--- src/rtl/mdu_pkg.sv ---
// Shared types and constants for the iterative multiply/divide unit.
package mdu_pkg;

    localparam int unsigned DEFAULT_WIDTH = 32;

    typedef enum logic [1:0] {
        IDLE   = 2'd0,
        CALC   = 2'd1,
        FINISH = 2'd2
    } mdu_state_t;

    localparam logic OP_MUL = 1'b0;
    localparam logic OP_DIV = 1'b1;

endpackage

--- src/rtl/mdu_sign_fix.sv ---
// Conditional two's-complement negation, used for operand magnitudes and result sign correction.
module mdu_sign_fix #(
    parameter int unsigned W = 32
) (
    input  logic [W-1:0] value,
    input  logic         negate,
    output logic [W-1:0] result
);

    assign result = negate ? ((~value) + W'(1)) : value;

endmodule

--- src/rtl/mult_div_unit.sv ---
// One-bit-per-cycle shift-add multiplier / restoring divider for the EX stage.
// Signed operands run through the unsigned loop as magnitudes; signs are fixed up in FINISH.
module mult_div_unit
    import mdu_pkg::*;
#(
    parameter int unsigned WIDTH = DEFAULT_WIDTH
) (
    input  logic             clock,
    input  logic             reset,
    input  logic             start,
    input  logic             op,
    input  logic             signed_op,
    input  logic [WIDTH-1:0] operand_a,
    input  logic [WIDTH-1:0] operand_b,
    output logic [WIDTH-1:0] hi,
    output logic [WIDTH-1:0] lo,
    output logic             done,
    output logic             busy,
    output logic             stall,
    output logic             div_by_zero
);

    localparam int unsigned CNT_W = $clog2(WIDTH + 1);

    mdu_state_t state, next_state;

    logic [CNT_W-1:0]   count;
    logic               op_q, signed_q, sign_a, sign_b;
    logic [WIDTH-1:0]   mag_a, mag_b, orig_a, rem;
    logic [2*WIDTH-1:0] acc;
    logic               load_c, step_c, finish_c, last_iter_c;

    logic [WIDTH-1:0]   mag_a_c, mag_b_c;
    logic [WIDTH:0]     mul_sum_c, div_shift_c;
    logic               div_ge_c;
    logic [WIDTH-1:0]   div_rem_next_c;
    logic [2*WIDTH-1:0] prod_c;
    logic [WIDTH-1:0]   quot_c, remd_c;

    assign last_iter_c = (count == CNT_W'(WIDTH));
    assign stall       = busy | start;

    // State register
    always_ff @(posedge clock) begin
        if (reset) state <= IDLE;
        else       state <= next_state;
    end

    // Next-state logic
    always_comb begin
        next_state = state;
        unique case (state)
            IDLE:    if (start) next_state = CALC;
            CALC:    if (last_iter_c) next_state = FINISH;
            FINISH:  next_state = IDLE;
            default: next_state = IDLE;
        endcase
    end

    // Control decode
    always_comb begin
        load_c   = 1'b0;
        step_c   = 1'b0;
        finish_c = 1'b0;
        unique case (state)
            IDLE:    load_c   = start;
            CALC:    step_c   = !last_iter_c;
            FINISH:  finish_c = 1'b1;
            default: ;
        endcase
    end

    mdu_sign_fix #(.W(WIDTH)) u_mag_a (
        .value (operand_a),
        .negate(signed_op & operand_a[WIDTH-1]),
        .result(mag_a_c)
    );

    mdu_sign_fix #(.W(WIDTH)) u_mag_b (
        .value (operand_b),
        .negate(signed_op & operand_b[WIDTH-1]),
        .result(mag_b_c)
    );

    // Multiply step: add multiplicand into the upper half on multiplier LSB, then shift right
    assign mul_sum_c = acc[0] ? ({1'b0, acc[2*WIDTH-1:WIDTH]} + {1'b0, mag_a})
                              : {1'b0, acc[2*WIDTH-1:WIDTH]};

    // Divide step: W+1-bit partial remainder takes the next dividend bit from the top of acc
    assign div_shift_c    = {rem, acc[WIDTH-1]};
    assign div_ge_c       = (div_shift_c >= {1'b0, mag_b});
    assign div_rem_next_c = div_ge_c ? WIDTH'(div_shift_c - {1'b0, mag_b})
                                     : div_shift_c[WIDTH-1:0];

    mdu_sign_fix #(.W(2*WIDTH)) u_fix_prod (
        .value (acc),
        .negate(signed_q & (sign_a ^ sign_b)),
        .result(prod_c)
    );

    mdu_sign_fix #(.W(WIDTH)) u_fix_quot (
        .value (acc[WIDTH-1:0]),
        .negate(signed_q & (sign_a ^ sign_b)),
        .result(quot_c)
    );

    mdu_sign_fix #(.W(WIDTH)) u_fix_rem (
        .value (rem),
        .negate(signed_q & sign_a),
        .result(remd_c)
    );

    // Datapath and result registers
    always_ff @(posedge clock) begin
        if (reset) begin
            count       <= '0;
            op_q        <= OP_MUL;
            signed_q    <= 1'b0;
            sign_a      <= 1'b0;
            sign_b      <= 1'b0;
            mag_a       <= '0;
            mag_b       <= '0;
            orig_a      <= '0;
            rem         <= '0;
            acc         <= '0;
            hi          <= '0;
            lo          <= '0;
            done        <= 1'b0;
            busy        <= 1'b0;
            div_by_zero <= 1'b0;
        end else begin
            done <= finish_c;
            busy <= (next_state != IDLE);
            if (load_c) begin
                op_q        <= op;
                signed_q    <= signed_op;
                sign_a      <= signed_op & operand_a[WIDTH-1];
                sign_b      <= signed_op & operand_b[WIDTH-1];
                mag_a       <= mag_a_c;
                mag_b       <= mag_b_c;
                orig_a      <= operand_a;
                count       <= '0;
                rem         <= '0;
                div_by_zero <= 1'b0;
                acc         <= (op == OP_MUL) ? {WIDTH'(0), mag_b_c} : {WIDTH'(0), mag_a_c};
            end
            if (step_c) begin
                count <= count + CNT_W'(1);
                if (op_q == OP_MUL) begin
                    acc <= {mul_sum_c, acc[WIDTH-1:1]};
                end else begin
                    acc <= {acc[2*WIDTH-1:WIDTH], acc[WIDTH-2:0], div_ge_c};
                    rem <= div_rem_next_c;
                end
            end
            if (finish_c) begin
                if (op_q == OP_MUL) begin
                    hi <= prod_c[2*WIDTH-1:WIDTH];
                    lo <= prod_c[WIDTH-1:0];
                end else if (mag_b == '0) begin
                    hi          <= orig_a;
                    lo          <= '1;
                    div_by_zero <= 1'b1;
                end else begin
                    hi <= remd_c;
                    lo <= quot_c;
                end
            end
        end
    end

endmodule

--- config.mk ---
export PLATFORM = sky130hd
export DESIGN_NAME = mult_div_unit
export DESIGN_NICKNAME = d
export VERILOG_FILES = /design/src/rtl/mdu_pkg.sv /design/src/rtl/mdu_sign_fix.sv /design/src/rtl/mult_div_unit.sv
export SDC_FILE = /design/constraint.sdc
export NUM_CORES = 1
export LEC_CHECK = 0
export BUFFER_PORTS_ARGS = -buffer_cell sky130_fd_sc_hd__buf_4
export CORE_ASPECT_RATIO = 0.8
export CORE_UTILIZATION = 45
export CTS_BUF_LIST = sky130_fd_sc_hd__clkbuf_16
export DETAILED_ROUTE_END_ITERATION = 12
export GPL_ROUTABILITY_DRIVEN = 0
export PLACE_DENSITY = 0.61
export SYNTH_ARGS = -nofsm -noshare
export SYNTH_HDL_FRONTEND = slang
export SYNTH_SLANG_ARGS = --single-unit
--- constraint.sdc ---
create_clock -name clock -period 2.8 [get_ports clock]
set_input_delay 0.42 -clock clock [delete_from_list [all_inputs] [get_ports clock]]
set_output_delay 0.42 -clock clock [all_outputs]
set_load 0.02 [all_outputs]
[Word level (Yosys, flattened, before mapping)]
Cells that the tools add are included.
Word-level totals
  register bits: 271
  input bits: 69
  logic and storage cells: 77
  output and inout port bits: 68
Operators by class
  magnitude comparators: 1
  bitwise operators: 11
  equal/unequal tests: 4
  reduce and logical (&&, ||, !) cells: 6
  $add $sub $neg: 8
  multiplexer cells: 30
Operators by type and width (count)
  32-bit two-way mux: 13
  64-bit two-way mux: 4
  32-bit by 1-bit adder with 32-bit output, second input constant: 4
  32-bit NOT: 4
  64-bit by 1-bit adder with 64-bit output, second input constant: 1
  64-bit NOT: 1
  32-bit by 32-bit adder with 33-bit output: 1
  33-bit by 32-bit >= comparator with 1-bit output: 1
  33-bit two-way mux: 1
  32-bit logical NOT: 1
  32-bit subtractor: 1
  6-bit two-way mux: 2
  1-bit two-way mux: 7
  6-bit by 1-bit adder with 6-bit output, second input constant: 1
  6-bit == test, second input constant: 1
  1-bit bitwise AND: 4
  2-bit two-way mux: 2
  2-bit one-hot mux with 2 select lines: 1
  2-bit nonzero test: 2
  2-bit by 1-bit == test with 1-bit output, second input constant: 1
  2-bit == test, second input constant: 1
  2-bit logical NOT: 1
  2-bit != test, second input constant: 1
  2-bit AND reduction: 1
  other kinds (3): 3

[Longest topological paths before layout]
Gate-level depths: netlist of run 1.
  word-level depth: 6
  mapped depth: 14

[Modules after synthesis]
From an unflattened synthesis of run 1, not the netlist that was laid out.
Second synthesis, totals
  cells, all modules: 2548
  area total of the unflattened synthesis: 20034.2 um2
By module, submodules not included
  mult_div_unit: cells each 1946, sequential area each 5425.2 um2, instances 1, area each 15277.2 um2
  mdu_sign_fix at u_fix_quot ...: cells each 99, sequential area each 0.0 um2, instances 4, area each 777.0 um2
  mdu_sign_fix at u_fix_prod: cells each 206, sequential area each 0.0 um2, instances 1, area each 1649.1 um2

[Worst setup path after synthesis of run 1]
OpenSTA, ideal clock, no wires.
  kind: register -> register
  start point: register mag_b[14]
  end point: register rem[25]
  clock period less this slack: 3043 ps
  path slack: -243 ps
  library setup time: 128 ps
  data arrival time: 2915 ps
  stages on the path, launching flop included: 14
  cell sequence: dfxtp_1 -> inv_1 -> ha_1 -> a21oi_1 -> o21ai_0 -> a221o_1 -> a21oi_1 -> o21ai_1 -> a311o_1 -> o22ai_1 -> buf_2 -> buf_1 -> mux2i_1 -> o21ai_0
On the way
  cells in the longest elaborated chain, start to end: 4
  elaborated cells between the ends (all ways): 5
  those cells by class: add/sub (1); order compare (1); mux (3)
Ends and longest elaborated chain
  start, declared: line mult_div_unit.sv:29  | logic [WIDTH-1:0] mag_a, mag_b, orig_a, rem;
  start signal, assigned: line mult_div_unit.sv:140  | mag_b <= mag_b_c;
  32-bit subtractor or 33-bit by 32-bit >= comparator with 1-bit output (tied branches): line mult_div_unit.sv:92, mult_div_unit.sv:91
  32-bit two-way mux *: line mult_div_unit.sv:92  | assign div_rem_next_c = div_ge_c ? WIDTH'(div_shift_c - {1'b0, mag_b})
  32-bit two-way mux *: line mult_div_unit.sv:149  | if (op_q == OP_MUL) begin
  32-bit two-way mux *: line mult_div_unit.sv:147  | if (step_c) begin
  end signal, assigned: line mult_div_unit.sv:153  | rem <= div_rem_next_c;
  end, declared: line mult_div_unit.sv:29
Mark *: on every way between the ends. The rest lies on a longest branch, timed or not.
A chain may end at the register's enable or synchronous reset.

[Worst setup path after layout of run 1]
  start point: register acc[52]
  end point: register hi[31]
On the way
  cells in the longest elaborated chain, start to end: 4
Ends and longest elaborated chain
  start, declared: line mult_div_unit.sv:30  | logic [2*WIDTH-1:0] acc;
  start signal, assigned: line mult_div_unit.sv:145  | acc <= (op == OP_MUL) ? {WIDTH'(0), mag_b_c} : {WIDTH'(0), mag_a_c};
  start signal, assigned: line mult_div_unit.sv:150  | acc <= {mul_sum_c, acc[WIDTH-1:1]};
  start signal, assigned: line mult_div_unit.sv:152  | acc <= {acc[2*WIDTH-1:WIDTH], acc[WIDTH-2:0], div_ge_c};
  64-bit NOT: line mdu_sign_fix.sv:10  | assign result = negate ? ((~value) + W'(1)) : value;
  64-bit by 1-bit adder with 64-bit output: line mdu_sign_fix.sv:10
  64-bit two-way mux: line mdu_sign_fix.sv:10
  32-bit two-way mux: line mult_div_unit.sv:157  | if (op_q == OP_MUL) begin
  end signal, assigned: line mult_div_unit.sv:158  | hi <= prod_c[2*WIDTH-1:WIDTH];
  end signal, assigned: line mult_div_unit.sv:161  | hi <= orig_a;
  end signal, assigned: line mult_div_unit.sv:165  | hi <= remd_c;
  end, declared: line mult_div_unit.sv:15  | output logic [WIDTH-1:0] hi,
No other way between the ends.

==> results.toml, run 1 <==
[route]
vias = 20067
drt_iter0_markers = 1976
first_pass_iters = 5
routed_wl_um = 71600
drc = 0
vias_per_cell = 6.04
wl_per_cell_um = 21.5
detail-route-antenna-nets = 0

[min_path]
hp-class = "in -> reg"

[critical_path]
reg2reg_to = "hi[31]$_SDFFE_PP0P_"
worst-path-max-fanout = 4
crit_type = "reg -> reg"
r2r_cells = 9
timing.rr.start = "acc[52]$_SDFFE_PP0P_"
worstPathRequired_ps = 3280
crit_start = "acc[52]$_SDFFE_PP0P_"
cp-end-kind = "flop"
arrival_ps = 3390
ff2ff_setup_slack_ps = -110
crit_end = "hi[31]$_SDFFE_PP0P_"
start_kind = "flop"

[clock_network]
cts_buffers = 30
clockBufferDepth = 3
cts_sinks = 270
worstSkewPairLatency_ps = 600
h-tree-depth = 1
cts_tree = "done"
root_buffer = "clkbuf_16"
cts.clk_slew.worst_paths_ps = 70

[yosys]
syn_area_per_cell_sq_um = 7.63
ys_seq_area_share_pct = 29.9
ys.flop_type = "dfxtp_1"
synth_adder_area_share_pct = 5.07
synth_top_family_by_area = "compound AO/OA/AOI/OAI gates"
synth_area_sq_mm = 0.0181
synth-compound-area-share_pct = 26.7
yosysWarnings = 0
ys_seq_elements = 270
async_flop_share_pct = 0
synth_nets = 2509
synth-edff-count = 0
syn-instance-count = 2368
synthMuxAreaShare_pct = 3.95
synthXorXnorAreaFrac_pct = 9.55
yosys.area_share.simple_pct = 19.6
synth_cell_types = 76

[finish]
finalNetCount = 2904
syn_to_final_growth_pct = 34.8
fillCellCount = 3554
multi_input_area_sq_mm = 0.0127
seq_area_sq_mm = 0.00544
drive_gt1_share_pct = 27.8
final_cells = 3324
postLayoutCoreUtil_pct = 61.6

[grt]
grt-ovfl-total = 0
grt_pass1_wl_um = 108000
grt_max_degree = 104
grtUsageTotal_pct = 33.7
antenna_found_initial = 1
grt_pass1_vias = 18751

[run]
maxCapViolCount = 0

[pwr]
cellLeakagePower_uw = 0.0102
power_density_mw_per_mm2 = 478
total_power_uw = 11600
peakVddDrop_v = 0.000507

[placement]
place.port_buffers = 136
dp_hpwl_um = 53200
place_inst = 3249

[timing]
fmax_mhz = 343
maxSlewHeadroom_pct = 44.7
tns_ps = -309
timing.final.crit_share_pct = 104
hold_viol = 0
setup_viol = 6
fin_crit_ps = 2910
setup_ws_ps = -113
hold_slack_ps = 111
finClkSkew_ps = 22.5
worstMarginPinSlew_ps = 828
grt_setup_unrepaired = "true"
final-max-slew-violation-count = 0

[floorplan]
io_pins = 137
start_util_pct = 45.7
die_y_um = 181
row_count = 65
die_area_sq_mm = 0.0410
core-area_sq_mm = 0.0395
fp.dieW_um = 226

[run_status]
violations = "negative setup slack"
status = "finished with violations"
[routing by layer]
metal,vias to the layer above,track usage [%],wire [um]
met5,-,0,0
met2,883,52.3,31900
met3,136,6.23,5930
met1,9651,47.2,31400
met4,0,10.3,2340
li1,9397,-,-
[cell families (layout without fill, tap and decap cells)]
logic type | after synthesis | in the layout
adder cells (fa/ha/maj) | 72 | 72
AO/OA/AOI/OAI | 747 | 747
XOR/XNOR | 197 | 197
AND/OR/NAND/NOR | 768 | 768
multiplexers | 71 | 71
flip-flops | 270 | 270
other | 0 | 1
buffers and inverters | 243 | 662
[final cells by class]
cell class              instances  area share, %
well taps                     536           2.75
flip-flops and latches        270           22.3
diodes                          1         0.0103
multi-input cells            1855           52.3
clock buffers                  30           3.08
clock inverters                26           1.24
repair buffers                536           17.2
inverters                      70           1.08
[synthesized netlist by cell type, types with 6 or more instances]
library cell	instances	area [sq um]
nor2_1	261	980
a211oi_1	137	1030
o21ai_0	112	561
a21o_1	33	248
and3_1	18	113
ha_1	70	876
nand3_1	37	185
mux2i_1	69	691
o211ai_1	33	248
nor3_1	52	260
and2_1	13	81.3
nand2b_1	12	75.1
inv_1	68	255
a2111oi_0	7	61.3
a221oi_1	14	123
or3_1	13	81.3
buf_2	6	30.0
buf_1	12	45.0
xnor2_1	105	920
a22oi_1	18	135
clkbuf_1	153	574
xor2_1	92	806
nor4_1	27	169
o31ai_1	31	233
nand4_1	11	68.8
o22ai_1	39	244
a31oi_1	35	219
a311oi_1	21	184
o41ai_1	13	114
dfxtp_1	270	5410
nand2_1	252	946
a21oi_1	213	1070
or4_1	16	120
nor2b_1	16	100
o21a_1	10	75.1
[worst min-delay path by stage]
| stage | cells after the start | startpoint | slack, ps | end |
|---|---|---|---|---|
| 2_1_floorplan | 2 | orig_a[10]$_SDFFE_PP0P_ | 430 | orig_a[10]$_SDFFE_PP0P_ |
| 3_3_place_gp | 2 | orig_a[6]$_SDFFE_PP0P_ | 440 | orig_a[6]$_SDFFE_PP0P_ |
| 3_5_place_dp | 2 | orig_a[6]$_SDFFE_PP0P_ | 440 | orig_a[6]$_SDFFE_PP0P_ |
| 4_1_cts | 3 | operand_a[9] | 100 | orig_a[9]$_SDFFE_PP0P_ |
| 5_1_grt | 3 | operand_a[29] | 120 | orig_a[29]$_SDFFE_PP0P_ |
| 6_report | 3 | operand_a[29] | 110 | orig_a[29]$_SDFFE_PP0P_ |
[placed cells by master, fill, tap and decap left out, drive strengths merged, types with 28 or more instances in the layout]
master and n:
buf 535, dfxtp 270, nor2 261, nand2 252
a21oi 213, a211oi 137, o21ai 113, xnor2 105
xor2 92, inv 72, ha 70, mux2i 69
nor3 54, o22ai 39, nand3 38, a31oi 35
a21o 33, o211ai 33, clkbuf 31, o31ai 31
nor4 28
[worst max-delay path: stages (launching register included)]
cell,delay (ps)
dfxtp_1,320
or3_4,420
or4_4,430
or3_1,340
or3_1,390
nor3_4,170
nor3_2,70
a2111oi_2,350
a21oi_1,80
o221a_1,230
[state kept, by name (all words and copies together) (netlist names), 2 cells and up]
| name | count |
|---|---|
| rem | 32 |
| count | 6 |
| lo | 32 |
| hi | 32 |
| mag_a | 32 |
| mag_b | 32 |
| state | 2 |
| orig_a | 31 |
| acc | 64 |
[through the flow]
stage | cell area (sq um) | setup WS [ps]
3_5_place_dp | 22200 | -382
2_1_floorplan | 18100 | -72.1
5_1_grt | 24300 | -227
6_report | 24300 | -113
3_3_place_gp | 22200 | -354
4_1_cts | 23800 | -83.1
[report_power, final]
part           leakage (uW)  switching (uW)  total, uW  internal [uW]
Sequential          0.00221             146       4180           4030
Combinational       0.00745            1800       3130           1330
Clock              0.000533            1760       4340           2580
Total                0.0102            3710      11600           7940
[what timing repair did]
item                       CTS  global route
setup endpoints to repair   61           111
pin swaps                   14            43
hold buffers                 0             0
cloned                       2             0
gates resized for setup     97           141
buffers inserted             4            16
No activity file was read; power rests on OpenSTA's default activity.
==> inputs of run 2 (changes only) <==
- CORE_ASPECT_RATIO: 0.8 -> unset
- CORE_MARGIN: unset -> 5
==> results.toml, run 2 (synthesis gave the netlist of run 1 again) <==
[timing]
setup_viol = 10
finClkSkew_ps = 14.9
worstMarginPinSlew_ps = 818
fin_crit_ps = 2850
hold_viol = 0
grt_setup_unrepaired = "true"
final-max-slew-violation-count = 0
timing.final.crit_share_pct = 102
setup_ws_ps = -53.5
fmax_mhz = 350
maxSlewHeadroom_pct = 45.5

[floorplan]
fp.dieW_um = 210
io_pins = 137
die_y_um = 210
row_count = 73
core-area_sq_mm = 0.0397
start_util_pct = 45.5
die_area_sq_mm = 0.0443

[min_path]
hp-class = "in -> reg"

[finish]
drive_gt1_share_pct = 26.6
postLayoutCoreUtil_pct = 60.6
largest_reg_flops = 64
syn_to_final_growth_pct = 33.2
top_register = "acc"
final_common_cell = "buf_4"
fillCellCount = 3620
num_antenna_cells = 0
finalNetCount = 2871
final_cell_mix = "474 x buf_4, 258 x nor2_1, 251 x dfxtp_1"

[critical_path]
crit_type = "reg -> reg"
start_kind = "flop"
cp-end-kind = "flop"
worst-path-max-fanout = 4
worstPathRequired_ps = 3270
arrival_ps = 3320

[clock_network]
cts_sinks = 270
cts.clk_slew.worst_paths_ps = 60
cts_tree = "done"
root_buffer = "clkbuf_16"
clockBufferDepth = 3
cts_buffers = 31
worstSkewPairLatency_ps = 590
h-tree-depth = 1

[pwr]
cellLeakagePower_uw = 0.0100
power_density_mw_per_mm2 = 461
total_power_uw = 11100
peakVddDrop_v = 0.000321

[route]
routed_wl_um = 70100
detail-route-antenna-nets = 0
vias = 19733
drc = 0
drt_iter0_markers = 2078
wl_per_cell_um = 21.4
vias_per_cell = 6.02
first_pass_iters = 5

[placement]
dp_hpwl_um = 52800
place.port_buffers = 136
dp_slack_ps = -253

[grt]
antenna_found_initial = 1
grt_pass1_vias = 18394
grt_max_degree = 163
grt_pass1_wl_um = 106000
grtUsageTotal_pct = 29.8
grt-ovfl-total = 0

[run_status]
violations = "negative setup slack"
status = "finished with violations"

[run]
maxCapViolCount = 0
==> run 2: cell count changes in the layout (fill, tap and decap cells not counted), sizes merged, moves of 2 or more <==
cell,delta
inv,+2
clkbuf,+3
bufinv,-5
buf,-37
==> run 2: routing by layer <==
metal | GRT usage, % | part of all wire (%) | up-vias
li1 | - | - | 9351
met1 | 41.9 | 43 | 9320
met2 | 47.5 | 45 | 898
met3 | 3.05 | 7.5 | 162
met4 | 11.2 | 4.5 | 2
met5 | 0 | 0.019 | -
==> run 2: path summary, 6_finish.rpt <==
| check | slack (ps) | depth (start not counted) | end | start |
|---|---|---|---|---|
| worst min-delay path | 120 | 3 | orig_a[22]$_SDFFE_PP0P_ | operand_a[22] |
| worst min register to register | 450 | 2 | hi[3]$_SDFFE_PP0P_ | hi[3]$_SDFFE_PP0P_ |
| worst max register to register | -50 | 10 | hi[31]$_SDFFE_PP0P_ | acc[17]$_SDFFE_PP0P_ |
| worst max-delay path | -50 | 10 | hi[31]$_SDFFE_PP0P_ | acc[17]$_SDFFE_PP0P_ |
==> run 2: what timing repair did <==
item                                    CTS  global route
hold buffers                              0             0
gates cloned                              2             2
setup buffers                             6            10
endpoints found under the setup margin   89            71
resized for setup                        71           151
pin swaps                                26            42
==> run 2: worst max-delay path, cell delays in order, from the launching register on <==
cell and delay (ps):
dfxtp_2 320, or4_4 530, or4_4 500, nor4_4 180
buf_6 190, nand3_4 120, nor3_4 210, nor3_2 60
a2111oi_2 330, a21oi_1 80, o221a_1 220
==> run 2: report_power, final <==
part           total, uW  internal, uW  switching [uW]
logic               3050          1300            1750
registers           4180          4030             148
clock network       3870          2170            1700
==> run 2: final cells by class <==
cell class,count,area [sq um],area share [%]
multi-input combinational,1855,12700,52.9
clock buffer,31,776,3.22
tap,525,657,2.73
clock inverter,24,158,0.655
inverter,70,265,1.10
timing repair buffer,502,4050,16.8
sequential,270,5430,22.6
==> run 2: through the flow <==
| step | area [sq um] | TNS [ps] | cells | hold slack [ps] |
|---|---|---|---|---|
| 3_5_place_dp | 21900 | -6810 | 3205 | 445 |
| 3_3_place_gp | 21900 | -5780 | 3205 | 439 |
| 6_report | 24100 | -269 | 3277 | 115 |
| 5_1_grt | 24100 | -1990 | 3277 | 130 |
| 2_1_floorplan | 18100 | -204 | 2368 | 433 |
| 4_1_cts | 23300 | 0 | 3268 | 104 |
==> inputs of run 3 (changes only) <==
- CORE_UTILIZATION: 45 -> 50
- PLACE_DENSITY: 0.61 -> 0.67
==> results.toml, run 3 (synthesis gave the netlist of run 1 again) <==
[run_status]
status = "finished with violations"
violations = "negative setup slack"

[grt]
grt_max_degree = 85
grt-ovfl-total = 0
grt_pass1_vias = 18504
grt_pass1_wl_um = 105000
grtUsageTotal_pct = 33.2
antenna_found_initial = 0

[route]
drc = 0
vias_per_cell = 6.32
drt_iter0_markers = 2119
routed_wl_um = 69900
wl_per_cell_um = 21.9
vias = 20188
first_pass_iters = 6
detail-route-antenna-nets = 0

[timing]
finClkSkew_ps = 12.3
hold_slack_ps = 118
fin_crit_ps = 2860
grt_setup_unrepaired = "true"
maxSlewHeadroom_pct = 38.3
fmax_mhz = 349
worstMarginPinSlew_ps = 925
setup_viol = 4
hold_viol = 0
timing.final.crit_share_pct = 102
setup_ws_ps = -65.0
final-max-slew-violation-count = 0
tns_ps = -137

[min_path]
whs_endpoint = "orig_a[19]$_SDFFE_PP0P_"
min_from = "operand_a[19]"
hp-class = "in -> reg"
min_path_cells = 3

[critical_path]
cp-end-kind = "flop"
worstPathRequired_ps = 3280
ff2ff_setup_slack_ps = -60
reg2reg_to = "hi[26]$_SDFFE_PP0P_"
path_cells = "or4_4 > or4_4 > nor3_1 > buf_4 > and3b_2 > nand2_1 > buf_4 > o31ai_1 > o21ai_1 > a22o_1"
slowest_stage = "or4_4"
worst-path-max-fanout = 4
start_kind = "flop"
timing.rr.start = "acc[17]$_SDFFE_PP0P_"
arrival_ps = 3340
r2r_cells = 10
crit_type = "reg -> reg"
cpPeakStageDelay_ps = 520

[pwr]
power_frac_seq_pct = 36.2
cellLeakagePower_uw = 0.00986
peakVddDrop_v = 0.000494
total_power_uw = 11500
intPower_uw = 7860
swShare_pct = 31.9
pwr-share-comb_pct = 25.8
clock_power_share_pct = 38.0
p_switching_uw = 3690
power_density_mw_per_mm2 = 485

[finish]
finalNetCount = 2849
final_common_cell = "buf_4"
final_area_sq_mm = 0.0238
fillCellCount = 2944
top_register = "acc"
syn_to_final_growth_pct = 31.7
largest_reg_flops = 64
num_antenna_cells = 0
final_cell_mix = "463 x buf_4, 258 x nor2_1, 249 x nand2_1, 249 x dfxtp_1, 201 x a21oi_1"
drive_gt1_share_pct = 26.2

[floorplan]
die_y_um = 200
fp.dieW_um = 200
row_count = 69
start_util_pct = 50.7
io_pins = 137
die_area_sq_mm = 0.0400
core-area_sq_mm = 0.0357

[run]
maxCapViolCount = 0

[clock_network]
cts.clk_slew.worst_paths_ps = 60
cts_sinks = 270
cts_buffers = 31
clockBufferDepth = 3
worstSkewPairLatency_ps = 590
h-tree-depth = 1
cts_tree = "done"
cts_hold_buf = 0
root_buffer = "clkbuf_16"

[placement]
place_area_sq_mm = 0.0216
dp_slack_ps = -280
dp_hpwl_um = 51900
place.port_buffers = 136
## run 3: changes by cell type in the layout (fill, tap and decap cells not counted), sizes merged
cell      before  now
clkinv        17   16
clkbuf        34   32
bufinv         2    6
clkinvlp       1    6
bufbuf         1    0
buf          498  479
inv           74   69
## run 3: area by class of cell
| type | instances | area, sq um | area share [%] |
|---|---|---|---|
| multi-input cells | 1855 | 12700 | 53.2 |
| flip-flops and latches | 270 | 5440 | 22.8 |
| repair buffers | 480 | 3770 | 15.8 |
| clock buffers | 31 | 776 | 3.26 |
| well taps | 461 | 577 | 2.42 |
| clock inverters | 27 | 320 | 1.35 |
| inverters | 70 | 268 | 1.13 |
## run 3: per-layer routing
metal	global-route usage, %	wire (um)	share of wire, %	up-vias
met1	45.5	28500	41	9515
met3	4.30	6260	9.0	241
li1	-	-	-	9307
met2	51.7	30700	44	1125
met4	16.2	4370	6.3	0
met5	0	0	0	-
## run 3: worst max-delay path by stage
stage | startpoint | endpoint | slack (ps) | depth (start not counted)
floorplan | acc[17]$_SDFFE_PP0P_ | hi[29]$_SDFFE_PP0P_ | -70 | 11
global placement | operand_a[11] | acc[31]$_SDFFE_PP0P_ | -250 | 10
detailed placement | operand_b[12] | acc[28]$_SDFFE_PP0P_ | -280 | 10
CTS | acc[17]$_SDFFE_PP0P_ | hi[31]$_SDFFE_PP0P_ | -50 | 10
global route | acc[17]$_SDFFE_PP0P_ | hi[26]$_SDFFE_PP0P_ | -150 | 10
finish | acc[17]$_SDFFE_PP0P_ | hi[26]$_SDFFE_PP0P_ | -60 | 10
## run 3: repair_timing
item | CTS | global route
cloned | 2 | 1
setup buffers | 6 | 17
resized for setup | 75 | 141
pin swaps | 14 | 43
endpoints found under the setup margin | 51 | 104
## run 3: per-stage QoR
stage	instances	util, %
6_report	3194	66.7
4_1_cts	3179	64.8
3_3_place_gp	3113	60.5
5_1_grt	3194	66.7
3_5_place_dp	3113	60.5
2_1_floorplan	2368	-
## run 3: critical path, delay by kind of cell (launching register included)
| kind | cells | cell delay [ps] |
|---|---|---|
| buf+inv | 2 | 330 |
| flops | 1 | 320 |
| simple gates | 5 | 1570 |
| compound gates | 3 | 520 |
## run 3: power groups by stage
stage	Sequential [uW]	Combinational, uW	Clock (uW)
final	4170	2980	4390
after floorplan	4220	1550	0
after global routing	4190	3160	4590
after global placement	4230	2630	0
after CTS	4160	2750	4430
after detailed placement	4240	2670	0
